`src/rtl/rc4_pkg.sv`:
```
// Shared RC4 definitions: KSA state encoding, S-box length and key byte selection.
package rc4_pkg;

  typedef enum logic [3:0] {
    IDLE,
    INIT,
    READ_SI,
    WAIT_SI,
    CALC_J,
    READ_SJ,
    WAIT_SJ,
    WRITE_SJ,
    WRITE_SI,
    INC_I
  } ksa_state_t;

  localparam int S_LEN         = 256;
  localparam int KEY_MAX_BYTES = 32;
  localparam int KEY_MAX_W     = 8 * KEY_MAX_BYTES;

  // Byte 0 is the most-significant byte of a key_bytes-wide key held in the low bits.
  function automatic logic [7:0] key_byte(input logic [KEY_MAX_W-1:0] key,
                                          input int unsigned          key_bytes,
                                          input int unsigned          idx);
    logic [KEY_MAX_W-1:0] sh;
    sh = key >> (8 * (key_bytes - 1 - idx));
    return sh[7:0];
  endfunction

endpackage

```
`src/rtl/ksa.sv`:
```
// RC4 key-scheduling stage: permutes the shared S memory in place using the latched key.
// Define KSA_INIT_EN to fill S with the identity permutation before scheduling.
module ksa
  import rc4_pkg::*;
#(
  parameter int KEY_BYTES = 3
) (
  input  logic                   clk,
  input  logic                   rst_n,
  input  logic                   en,
  output logic                   rdy,
  input  logic [8*KEY_BYTES-1:0] key,
  output logic [7:0]             addr,
  input  logic [7:0]             rddata,
  output logic [7:0]             wrdata,
  output logic                   wren
);

  localparam int KI_W = (KEY_BYTES > 1) ? $clog2(KEY_BYTES) : 1;

  ksa_state_t             state, state_nx;
  logic [7:0]             i_q, j_q, si_q, sj_q;
  logic [8*KEY_BYTES-1:0] key_q;
  logic [KI_W-1:0]        kidx_q;
  logic [7:0]             kb;
  logic                   accept;

  assign accept = (state == IDLE) && en;
  assign kb     = key_byte(KEY_MAX_W'(key_q), KEY_BYTES, 32'(kidx_q));

  always_ff @(posedge clk or negedge rst_n) begin
    if (!rst_n) state <= IDLE;
    else        state <= state_nx;
  end

  always_comb begin
    state_nx = state;
    rdy      = 1'b0;
    addr     = 8'd0;
    wrdata   = 8'd0;
    wren     = 1'b0;
    case (state)
      IDLE: begin
        rdy = 1'b1;
        if (en) begin
`ifdef KSA_INIT_EN
          state_nx = INIT;
`else
          state_nx = READ_SI;
`endif
        end
      end
`ifdef KSA_INIT_EN
      INIT: begin
        addr   = i_q;
        wrdata = i_q;
        wren   = 1'b1;
        if (i_q == 8'd255) state_nx = READ_SI;
      end
`endif
      READ_SI: begin
        addr     = i_q;
        state_nx = WAIT_SI;
      end
      WAIT_SI: begin
        addr     = i_q;
        state_nx = CALC_J;
      end
      CALC_J:  state_nx = READ_SJ;
      READ_SJ: begin
        addr     = j_q;
        state_nx = WAIT_SJ;
      end
      WAIT_SJ: begin
        addr     = j_q;
        state_nx = WRITE_SJ;
      end
      WRITE_SJ: begin
        addr     = j_q;
        wrdata   = si_q;
        wren     = 1'b1;
        state_nx = WRITE_SI;
      end
      // Issued last so that when i==j the location ends up holding its original value.
      WRITE_SI: begin
        addr     = i_q;
        wrdata   = sj_q;
        wren     = 1'b1;
        state_nx = INC_I;
      end
      INC_I:   state_nx = (i_q == 8'd255) ? IDLE : READ_SI;
      default: state_nx = IDLE;
    endcase
  end

  always_ff @(posedge clk or negedge rst_n) begin
    if (!rst_n) begin
      i_q    <= 8'd0;
      j_q    <= 8'd0;
      si_q   <= 8'd0;
      sj_q   <= 8'd0;
      key_q  <= '0;
      kidx_q <= '0;
    end else begin
      if (accept) begin
        key_q  <= key;
        i_q    <= 8'd0;
        j_q    <= 8'd0;
        kidx_q <= '0;
      end
      case (state)
        // The fill counter reuses i; it wraps to 0 exactly as scheduling begins.
        INIT:    i_q  <= i_q + 8'd1;
        WAIT_SI: si_q <= rddata;
        CALC_J:  j_q  <= j_q + si_q + kb;
        WAIT_SJ: sj_q <= rddata;
        INC_I: begin
          if (i_q != 8'd255) begin
            i_q    <= i_q + 8'd1;
            kidx_q <= (kidx_q == KI_W'(KEY_BYTES - 1)) ? '0 : kidx_q + 1'b1;
          end
        end
        default: ;
      endcase
    end
  end

endmodule

```
`config.mk`:
```
export PLATFORM = sky130hd
export DESIGN_NAME = ksa
export DESIGN_NICKNAME = d
export VERILOG_FILES = /design/src/rtl/rc4_pkg.sv /design/src/rtl/ksa.sv
export SDC_FILE = /design/constraint.sdc
export NUM_CORES = 1
export LEC_CHECK = 0
export ABC_AREA = 1
export BUFFER_PORTS_ARGS = -buffer_cell sky130_fd_sc_hd__buf_2
export CORE_AREA = 2 2 90 109
export DETAILED_ROUTE_END_ITERATION = 7
export DIE_AREA = 0 0 92 111
export PLACE_DENSITY_LB_ADDON = 0.08
export SLEW_MARGIN = 10
export SYNTH_ARGS = -nofsm -noshare
export SYNTH_HDL_FRONTEND = slang
export SYNTH_SLANG_ARGS = --single-unit
```
`constraint.sdc`:
```
create_clock -name clk -period 3.7 [get_ports clk]
set_input_delay 0.555 -clock clk [delete_from_list [all_inputs] [get_ports clk]]
set_output_delay 0.555 -clock clk [all_outputs]
set_load 0.05 [all_outputs]
```
## Yosys cells after proc, flatten, opt, wreduce, memory -nomap -nowiden

Cells that the tools add are included.

| word-level totals | value |
|---|---|
| bits in registers | 62 |
| output and inout bits | 18 |
| logic and storage cells | 48 |
| input bits | 35 |

| operators by class | value |
|---|---|
| add/subtract/negate cells | 5 |
| muxes and demuxes | 16 |
| shift-type cells | 1 |
| equality and inequality tests | 13 |
| reductions and logical operators | 6 |

Operators with widths:

| operator | count |
|---|---|
| 8-bit case mux with 2 select lines | 3 |
| 4-bit case mux with 9 select lines | 1 |
| 8-bit 2-to-1 mux | 4 |
| 24-bit by 32-bit >> shifter with 8-bit output | 1 |
| 8-bit adder | 2 |
| 4-bit by 3-bit == test with 1-bit output (second input constant) | 4 |
| 2-bit 2-to-1 mux | 5 |
| 8-bit by 1-bit adder with 8-bit output (second input constant) | 1 |
| 4-bit by 2-bit == test with 1-bit output (second input constant) | 2 |
| 4-bit == test (second input constant) | 2 |
| 8-bit == test (second input constant) | 1 |
| 8-bit != test (second input constant) | 1 |
| 3-bit OR reduction | 2 |
| 4-bit by 1-bit == test with 1-bit output (second input constant) | 1 |
| 4-bit zero test | 1 |
| 4-bit 2-to-1 mux | 1 |
| 2-bit by 2-bit subtractor with 3-bit output (first input constant) | 1 |
| 2-bit by 1-bit adder with 2-bit output (second input constant) | 1 |
| 2-bit == test (second input constant) | 1 |
| 1-bit 2-to-1 mux | 2 |
| 2-bit != test (second input constant) | 1 |
| 2-bit nonzero test | 1 |
| 2-bit OR reduction | 1 |
| 1-bit logical AND | 1 |

## Longest topological paths before layout

Gate-level depths: netlist of the first run.

| depth | value |
|---|---|
| word-level depth | 5 |
| depth in mapped cells | 19 |
| mapped depth without buffers | 16 |

## Worst setup path after synthesis of the first run

Ideal clock, no wire load.

| timing | value |
|---|---|
| path type | register -> register |
| start point | reg kidx_q[0] |
| end point | reg j_q[7] |
| period minus slack after synthesis | 3.190 ns |
| path slack | 0.510 ns |
| path buffers | 3 |
| setup time | 0.117 ns |
| data required time | 3.583 ns |
| stages on the path, launching flop included | 19 |
| arrival | 3.073 ns |
| cell sequence | dfrtp_1 > buf_2 > inv_2 > buf_2 > ha_1 > buf_2 > inv_1 > a21oi_1 > a211oi_1 > fa_1 > ha_1 > inv_1 > fa_1 > nor3_1 > nor2_1 > inv_1 > nand2_1 > nand3_1 > nand2_1 |

| between the ends | value |
|---|---|
| cells in the longest elaborated chain, start to end | 4 |

Ends and longest elaborated chain:

| element | RTL line | source |
|---|---|---|
| start, declared | ksa.sv:24 | `logic [KI_W-1:0] kidx_q;` |
| start signal, assigned | ksa.sv:120 | `kidx_q <= (kidx_q == KI_W'(KEY_BYTES - 1)) ? '0 : kidx_q + 1'b1;` |
| 2-bit by 2-bit subtractor with 3-bit output | rc4_pkg.sv:26 | `sh = key >> (8 * (key_bytes - 1 - idx));` |
| 24-bit by 32-bit >> shifter with 8-bit output | rc4_pkg.sv:26 |  |
| 8-bit adder | ksa.sv:115 | `CALC_J: j_q <= j_q + si_q + kb;` |
| 8-bit 2-to-1 mux | ksa.sv:111 | `case (state)` |
| end signal, assigned | ksa.sv:115 |  |
| end, declared | ksa.sv:22 | `logic [7:0] i_q, j_q, si_q, sj_q;` |

No other way between the ends.
A chain may end at the register's enable or synchronous reset.

## Worst setup path after layout of the first run

Ends and elaborated chain as after synthesis.

==> key figures, run 1 <==
STA
  – Setup violators final: 0
  – Final Hold Violating Endpoints: 0
  – Fin Setup TNS: 0 ns
  – Setup slack after layout: 0.478 ns
  – RSZ-0062 raised after global routing: no
  – Max-slew headroom: 29.0%
  – Final min period: 3.22 ns
  – Layout Skew: 0.00647 ns
  – Final Slew Violations: 0
  – Worst Tran Pin Value: 1.06 ns
  – Hold slack: 0.415 ns
  – Fmax: 310 MHz
  – Period utilisation layout: 87.1%

Worst setup path
  – Worst-path fanout max: 17
  – Worst Path Arrival: 3.45 ns
  – Worst r2r src: kidx_q[0]
  – Reg2Reg Setup Slack: 0.48 ns
  – Req. time, crit path: 3.92 ns
  – Endpoint class of the critical path: flip-flop
  – FF-to-FF path depth: 15
  – Worst Setup Start Kind: flip-flop
  – Critical path type: flip-flop to flip-flop
  – Capturing point of the worst reg2reg path: j_q[7]

Die
  – Die area: 10,200 µm²
  – Die Height: 111 µm
  – Core ar.: 9270 µm²
  – Initial core utilization: 38.5%
  – Row count: 39
  – Die width: 92 µm
  – I/O pin cnt: 53

Global route
  – Total track usage: 18.3%
  – Largest net degree at the start of global routing: 47
  – Vias in the first global route: 3,005
  – Gr ovfl total: 0
  – First-pass GRT wire length: 14,600 µm
  – Initial antenna violation count: 0

Synth
  – Top-area cell type share of the netlist area: 43.4%
  – Mean post-synth cell area: 8.30 µm²
  – Register area share after synthesis: 43.4%
  – Post-synth EDFFs: 0
  – Post-Synthesis Net Count: 483
  – Main flop type after synthesis: dfrtp_1
  – Count leader, synth: nand2_1
  – Post-synth ARST share: 100%
  – Synth warn: 0
  – Synth cell count leaders: nand2_1 (145), dfrtp_1 (62), inv_1 (40)
  – Yosys top cell by area: dfrtp_1
  – Synth unique cells: 35
  – Top cells by area, synth: dfrtp_1 (43%), nand2_1 (15%), fa_1 (4.5%)
  – Yosys reg bits: 62
  – Synth Cell Area: 3570 µm²
  – Post-synthesis cell count: 430

Placement
  – Area of placed instances: 3910 µm²
  – Detailed placement HPWL: 6500 µm
  – Number of port buffers: 52
  – GPL Wtd Cong: 0.880
  – Placed Cells: 595
  – Dpl ws: 0.479 ns

Clocking
  – CTS H-tree depth: 3
  – Worst-path clk slew: 0.05 ns
  – Resize count post-CTS: 0
  – Root Buffer: clkbuf_16
  – Worst-skew pair later-pin latency: 0.33 ns
  – Num CTS Buffers: 9
  – CTS tree: built
  – Bufs on Longest Clock Path: 2
  – Cts hold-fix bufs: 0
  – Post-CTS setup buffers: 0
  – Number of clock sinks: 62

Layout
  – Sequential cell area: 1550 µm²
  – Final Non-Filler Cells: 611
  – Final nets: 536
  – Fill cells: 963
  – # diodes: 0
  – Final instance area: 4210 µm²
  – Synth-to-Final Area Change: 17.9%
  – Share of cells above drive strength 1: 22.1%
  – Multi-input gate area: 1720 µm²

Routing
  – First DRT Iteration DRCs: 132
  – Vias per cell: 4.89
  – Pre-antenna DRT Iters: 4
  – Routed WL per cell: 14.2 µm
  – Routed wire length: 8660 µm
  – Antenna-violating nets left: 0
  – Routed via count: 2,990
  – DRC: 0

Power
  – Maximum VDD drop: 0.336 mV
  – PD cells: 1010 nW/µm²
  – P_leak: 2.17 nW

Hold path
  – Hold WC Path Type: primary input to async pin

Outcome
  – Status: complete, no violations

Job
  – MaxCap Viol Count: 0
-- where the power goes --
group | total (W) | switching (W) | internal [W] | leakage (nW)
Clock | 0.000848 | 0.000294 | 0.000554 | 0.152
Combinational | 0.00213 | 0.00139 | 0.000747 | 1.23
Sequential | 0.00126 | 0.000272 | 0.000984 | 0.787
-- kinds of logic (layout without fill, tap and decap cells) --
logic type	count (synthesis)	in the layout	share of synthesized area, %
buffers and inverters	67	125	8.34
AO/OA/AOI/OAI	83	83	15.4
flip-flops	62	62	43.4
AND/OR/NAND/NOR	194	194	23.4
XOR/XNOR	6	6	1.47
adder cells (fa/ha/maj)	18	18	7.99
-- layer usage --
| metal | routed length, µm | GRT usage [%] | up-vias |
|---|---|---|---|
| met5 | 0 | 0 | - |
| met4 | 245 | 8.46 | 0 |
| met3 | 393 | 3.87 | 16 |
| met2 | 4040 | 29.6 | 79 |
| met1 | 3990 | 23.5 | 1386 |
| li1 | - | - | 1509 |
-- layout by cell type (no fill, tap or decap), types with 7 or more instances in the layout --
master	count
a211oi_1	7
clkbuf_16	9
a21oi_1	18
fa_1	8
ha_1	10
buf_2	52
inv_2	15
nand2_1	145
o21ai_1	25
nor2_1	10
o21ai_0	8
nand3_1	17
a32o_1	7
dfrtp_1	62
o22ai_2	7
nand2_2	7
inv_1	40
-- worst max-delay path: stages, from the launching register on --
cell and delay [ns]:
dfrtp_1 0.35, inv_2 0.12, ha_1 0.49, inv_1 0.20, a21oi_1 0.15, a211oi_1 0.10, fa_1 0.50, ha_1 0.17
inv_1 0.07, fa_1 0.43, nor3_1 0.23, nor2_1 0.08, inv_1 0.06, nand2_1 0.05, nand3_1 0.06, nand2_1 0.05
-- state kept, by name, indices dropped and copies added, names as in the netlist --
signal / cells
key_q: 24
i_q: 8
j_q: 8
si_q: 8
sj_q: 8
state: 4
kidx_q: 2
-- final cells by class --
class                           instances  share of cell area (%)
Clock buffer                           12                    6.09
Timing Repair Buffer                   54                    6.54
Inverter                               55                    4.90
Multi-Input combinational cell        301                    40.9
Sequential cell                        62                    36.8
Clock inverter                          4                    1.07
Tap cell                              123                    3.66
-- stage by stage --
stage	power [W]	util [%]
floorplan	0.00293	-
global placement	0.00339	42.2
detailed placement	0.00341	42.2
CTS	0.00429	45.4
global route	0.00464	45.4
finish	0.00424	45.4
-- how the worst max path moves through the flow --
| stage | depth (start not counted) | startpoint | end |
|---|---|---|---|
| after floorplan | 18 | kidx_q[0] | j_q[7] |
| after global placement | 15 | kidx_q[0] | j_q[7] |
| after detailed placement | 15 | kidx_q[0] | j_q[7] |
| after CTS | 15 | kidx_q[0] | j_q[7] |
| after global routing | 15 | kidx_q[0] | j_q[7] |
| final | 15 | kidx_q[0] | j_q[7] |
(Power assumes the default switching activity.)
==> run 2: changes to the inputs <==
--- a/config.mk
+++ b/config.mk
@@ -7,9 +7,9 @@
 export LEC_CHECK = 0
 export ABC_AREA = 1
 export BUFFER_PORTS_ARGS = -buffer_cell sky130_fd_sc_hd__buf_2
-export CORE_AREA = 2 2 90 109
+export CORE_AREA = 2 2 81 98
 export DETAILED_ROUTE_END_ITERATION = 7
-export DIE_AREA = 0 0 92 111
+export DIE_AREA = 0 0 83 100
 export PLACE_DENSITY_LB_ADDON = 0.08
 export SLEW_MARGIN = 10
 export SYNTH_ARGS = -nofsm -noshare
==> key figures, run 2 (synthesis results as in run 1) <==
Clocking
  – Root Buffer: clkbuf_8 (was clkbuf_16)
  – CTS H-tree depth: 3 (unchanged)
  – Num CTS Buffers: 9 (unchanged)
  – Post-CTS setup buffers: 0 (unchanged)
  – Worst-path clk slew: 0.08 ns (was 0.05 ns)
  – Worst-skew pair later-pin latency: 0.34 ns (was 0.33 ns)
  – Number of clock sinks: 62 (unchanged)
  – Cts hold-fix bufs: 0 (unchanged)
  – CTS tree: built (unchanged)
  – Bufs on Longest Clock Path: 2 (unchanged)
  – Resize count post-CTS: 0 (unchanged)

Power
  – P_leak: 2.13 nW (was 2.17 nW)
  – Maximum VDD drop: 0.497 mV (was 0.336 mV)
  – Net Sw Frac: 47.6% (was 46.1%)
  – Internal: 0.00212 W (was 0.00228 W)
  – Seq pwr share: 30.9% (was 29.6%)
  – PD cells: 989 nW/µm² (was 1010 nW/µm²)
  – Combinational Power Share: 52.7% (was 50.4%)
  – Reported net switching power: 0.00193 W (was 0.00195 W)
  – Clock power share: 16.3% (was 20.0%)

Layout
  – Most frequent cells in the layout: nand2_1 (145), dfrtp_1 (62), buf_2 (52) (unchanged)
  – Final nets: 537 (was 536)
  – Final Non-Filler Cells: 581 (was 611)
  – Share of cells above drive strength 1: 22.5% (was 22.1%)
  – Commonest non-fill, non-tap cell in the layout: nand2_1 (unchanged)
  – # diodes: 0 (unchanged)
  – Biggest register: key_q (unchanged)
  – Fill cells: 716 (was 963)
  – Max reg flops: 24 (unchanged)
  – Synth-to-Final Area Change: 14.8% (was 17.9%)

STA
  – Layout Skew: 0.0124 ns (was 0.00647 ns)
  – RSZ-0062 raised after global routing: no (unchanged)
  – Setup violators final: 0 (unchanged)
  – Final Hold Violating Endpoints: 0 (unchanged)
  – Final min period: 3.25 ns (was 3.22 ns)
  – Period utilisation layout: 87.8% (was 87.1%)
  – Final Slew Violations: 0 (unchanged)
  – Worst Tran Pin Value: 1.09 ns (was 1.06 ns)
  – Max-slew headroom: 27.2% (was 29.0%)
  – Fin Setup TNS: 0 ns (unchanged)
  – Fmax: 308 MHz (was 310 MHz)

Worst setup path
  – Worst r2r src: kidx_q[0] (unchanged)
  – Worst Path Arrival: 3.46 ns (was 3.45 ns)
  – Reg2Reg Setup Slack: 0.45 ns (was 0.48 ns)
  – Endpoint class of the critical path: flip-flop (unchanged)
  – Crit-path cells: inv_2, ha_1, inv_1, a21oi_1, a211oi_1, fa_1, ha_1, inv_1, fa_1, inv_1, a31oi_1, xor2_1, o21ai_1 (was inv_2, ha_1, inv_1, a21oi_1, a211oi_1, fa_1, ha_1, inv_1, fa_1, nor3_1, nor2_1, inv_1, nand2_1, nand3_1, nand2_1)
  – Crit path buf inv count: 4 (unchanged)
  – Slowest Stage Delay on Critical Path: 0.47 ns (was 0.50 ns)
  – Worst Setup Start Kind: flip-flop (unchanged)
  – Capturing point of the worst reg2reg path: j_q[5] (was j_q[7])
  – CP top delay family: adder cells (unchanged)
  – Worst-path fanout max: 17 (unchanged)
  – Critical path type: flip-flop to flip-flop (unchanged)
  – Most frequent CP cell: inv_1 (unchanged)
  – Req. time, crit path: 3.91 ns (was 3.92 ns)
  – FF-to-FF path depth: 13 (was 15)
  – Slowest stage cell, crit path: fa_1 (unchanged)

Hold path
  – Hold WC Path Type: primary input to async pin (unchanged)

Global route
  – Gr ovfl total: 0 (unchanged)
  – Vias in the first global route: 2,934 (was 3,005)
  – Initial antenna violation count: 0 (unchanged)
  – First-pass GRT wire length: 14,100 µm (was 14,600 µm)
  – Largest net degree at the start of global routing: 48 (was 47)
  – Total track usage: 21.1% (was 18.3%)

Outcome
  – Status: complete, no violations (unchanged)

Die
  – Die Height: 100 µm (was 111 µm)
  – Die area: 8300 µm² (was 10,200 µm²)
  – Core ar.: 7490 µm² (was 9270 µm²)
  – I/O pin cnt: 53 (unchanged)
  – Initial core utilization: 47.7% (was 38.5%)
  – Die width: 83 µm (was 92 µm)
  – Row count: 35 (was 39)

Routing
  – Pre-antenna DRT Iters: 5 (was 4)
  – Vias per cell: 5.09 (was 4.89)
  – Antenna-violating nets left: 0 (unchanged)
  – Routed via count: 2,960 (was 2,990)
  – Routed wire length: 8220 µm (was 8660 µm)
  – First DRT Iteration DRCs: 132 (unchanged)
  – DRC: 0 (unchanged)
  – Routed WL per cell: 14.1 µm (was 14.2 µm)

Placement
  – GPL Wtd Cong: 0.932 (was 0.880)
  – Placed Cells: 565 (was 595)
  – Number of port buffers: 52 (unchanged)
  – Detailed placement HPWL: 6170 µm (was 6500 µm)

Job
  – MaxCap Viol Count: 0 (unchanged)
## run 2: changes by cell type in the layout (fill, tap and decap cells not counted), sizes merged
cell,change
clkbuf,-2
clkinvlp,+2
buf,+1
clkinv,-1
bufinv,+1
## run 2: cell type report
type | count | area [µm²] | area share, %
Clock inverter | 6 | 85.1 | 2.08
Inverter | 55 | 206 | 5.04
Tap cell | 92 | 115 | 2.81
Sequential cell | 62 | 1550 | 37.8
Clock buffer | 10 | 138 | 3.36
Multi-Input combinational cell | 301 | 1720 | 42.0
Timing Repair Buffer | 55 | 283 | 6.90
## run 2: per-layer routing
metal	global-route usage, %	part of all wire, %	up-vias
met1	28.4	47	1373
met3	3.21	3.4	8
met4	8.07	1.0	0
met2	34.7	49	62
li1	-	-	1517
met5	0	0	-
## run 2: per-stage QoR
step                hold slack (ns)  worst slack, ns  utilization [%]  total power, W  cell area [µm²]
detailed placement            0.470            0.501             51.8         0.00340             3880
finish                        0.409            0.452             54.8         0.00406             4100
global placement              0.467            0.624             51.8         0.00335             3880
floorplan                     0.259            0.510                -         0.00293             3570
global route                  0.408            0.256             54.8         0.00443             4100
CTS                           0.400            0.503             54.8         0.00408             4100
## run 2: power groups by stage
stage          combinational, W  clock, W  sequential [W]
2_1_floorplan           0.00176         0         0.00117
3_3_place_gp            0.00209         0         0.00126
3_5_place_dp            0.00214         0         0.00126
4_1_cts                 0.00215  0.000674         0.00125
5_1_grt                 0.00243  0.000705         0.00130
6_report                0.00214  0.000662         0.00125
## run 2: worst reg2reg max path, cell delays in order, from the launching register on
cell,delay (ns)
dfrtp_1,0.39
inv_2,0.20
ha_1,0.37
inv_1,0.23
a21oi_1,0.07
a211oi_1,0.27
fa_1,0.47
ha_1,0.23
inv_1,0.09
fa_1,0.23
inv_1,0.06
a31oi_1,0.24
xor2_1,0.21
o21ai_1,0.08
## run 2: how the worst max path moves through the flow
stage / startpoint / endpoint / slack (ns) / depth (start not counted)
after floorplan: kidx_q[0] / j_q[7] / 0.51 / 18
after global placement: kidx_q[0] / j_q[5] / 0.62 / 13
after detailed placement: kidx_q[0] / j_q[5] / 0.50 / 13
after CTS: kidx_q[0] / j_q[5] / 0.50 / 13
after global routing: kidx_q[0] / j_q[5] / 0.26 / 13
final: kidx_q[0] / j_q[5] / 0.45 / 13
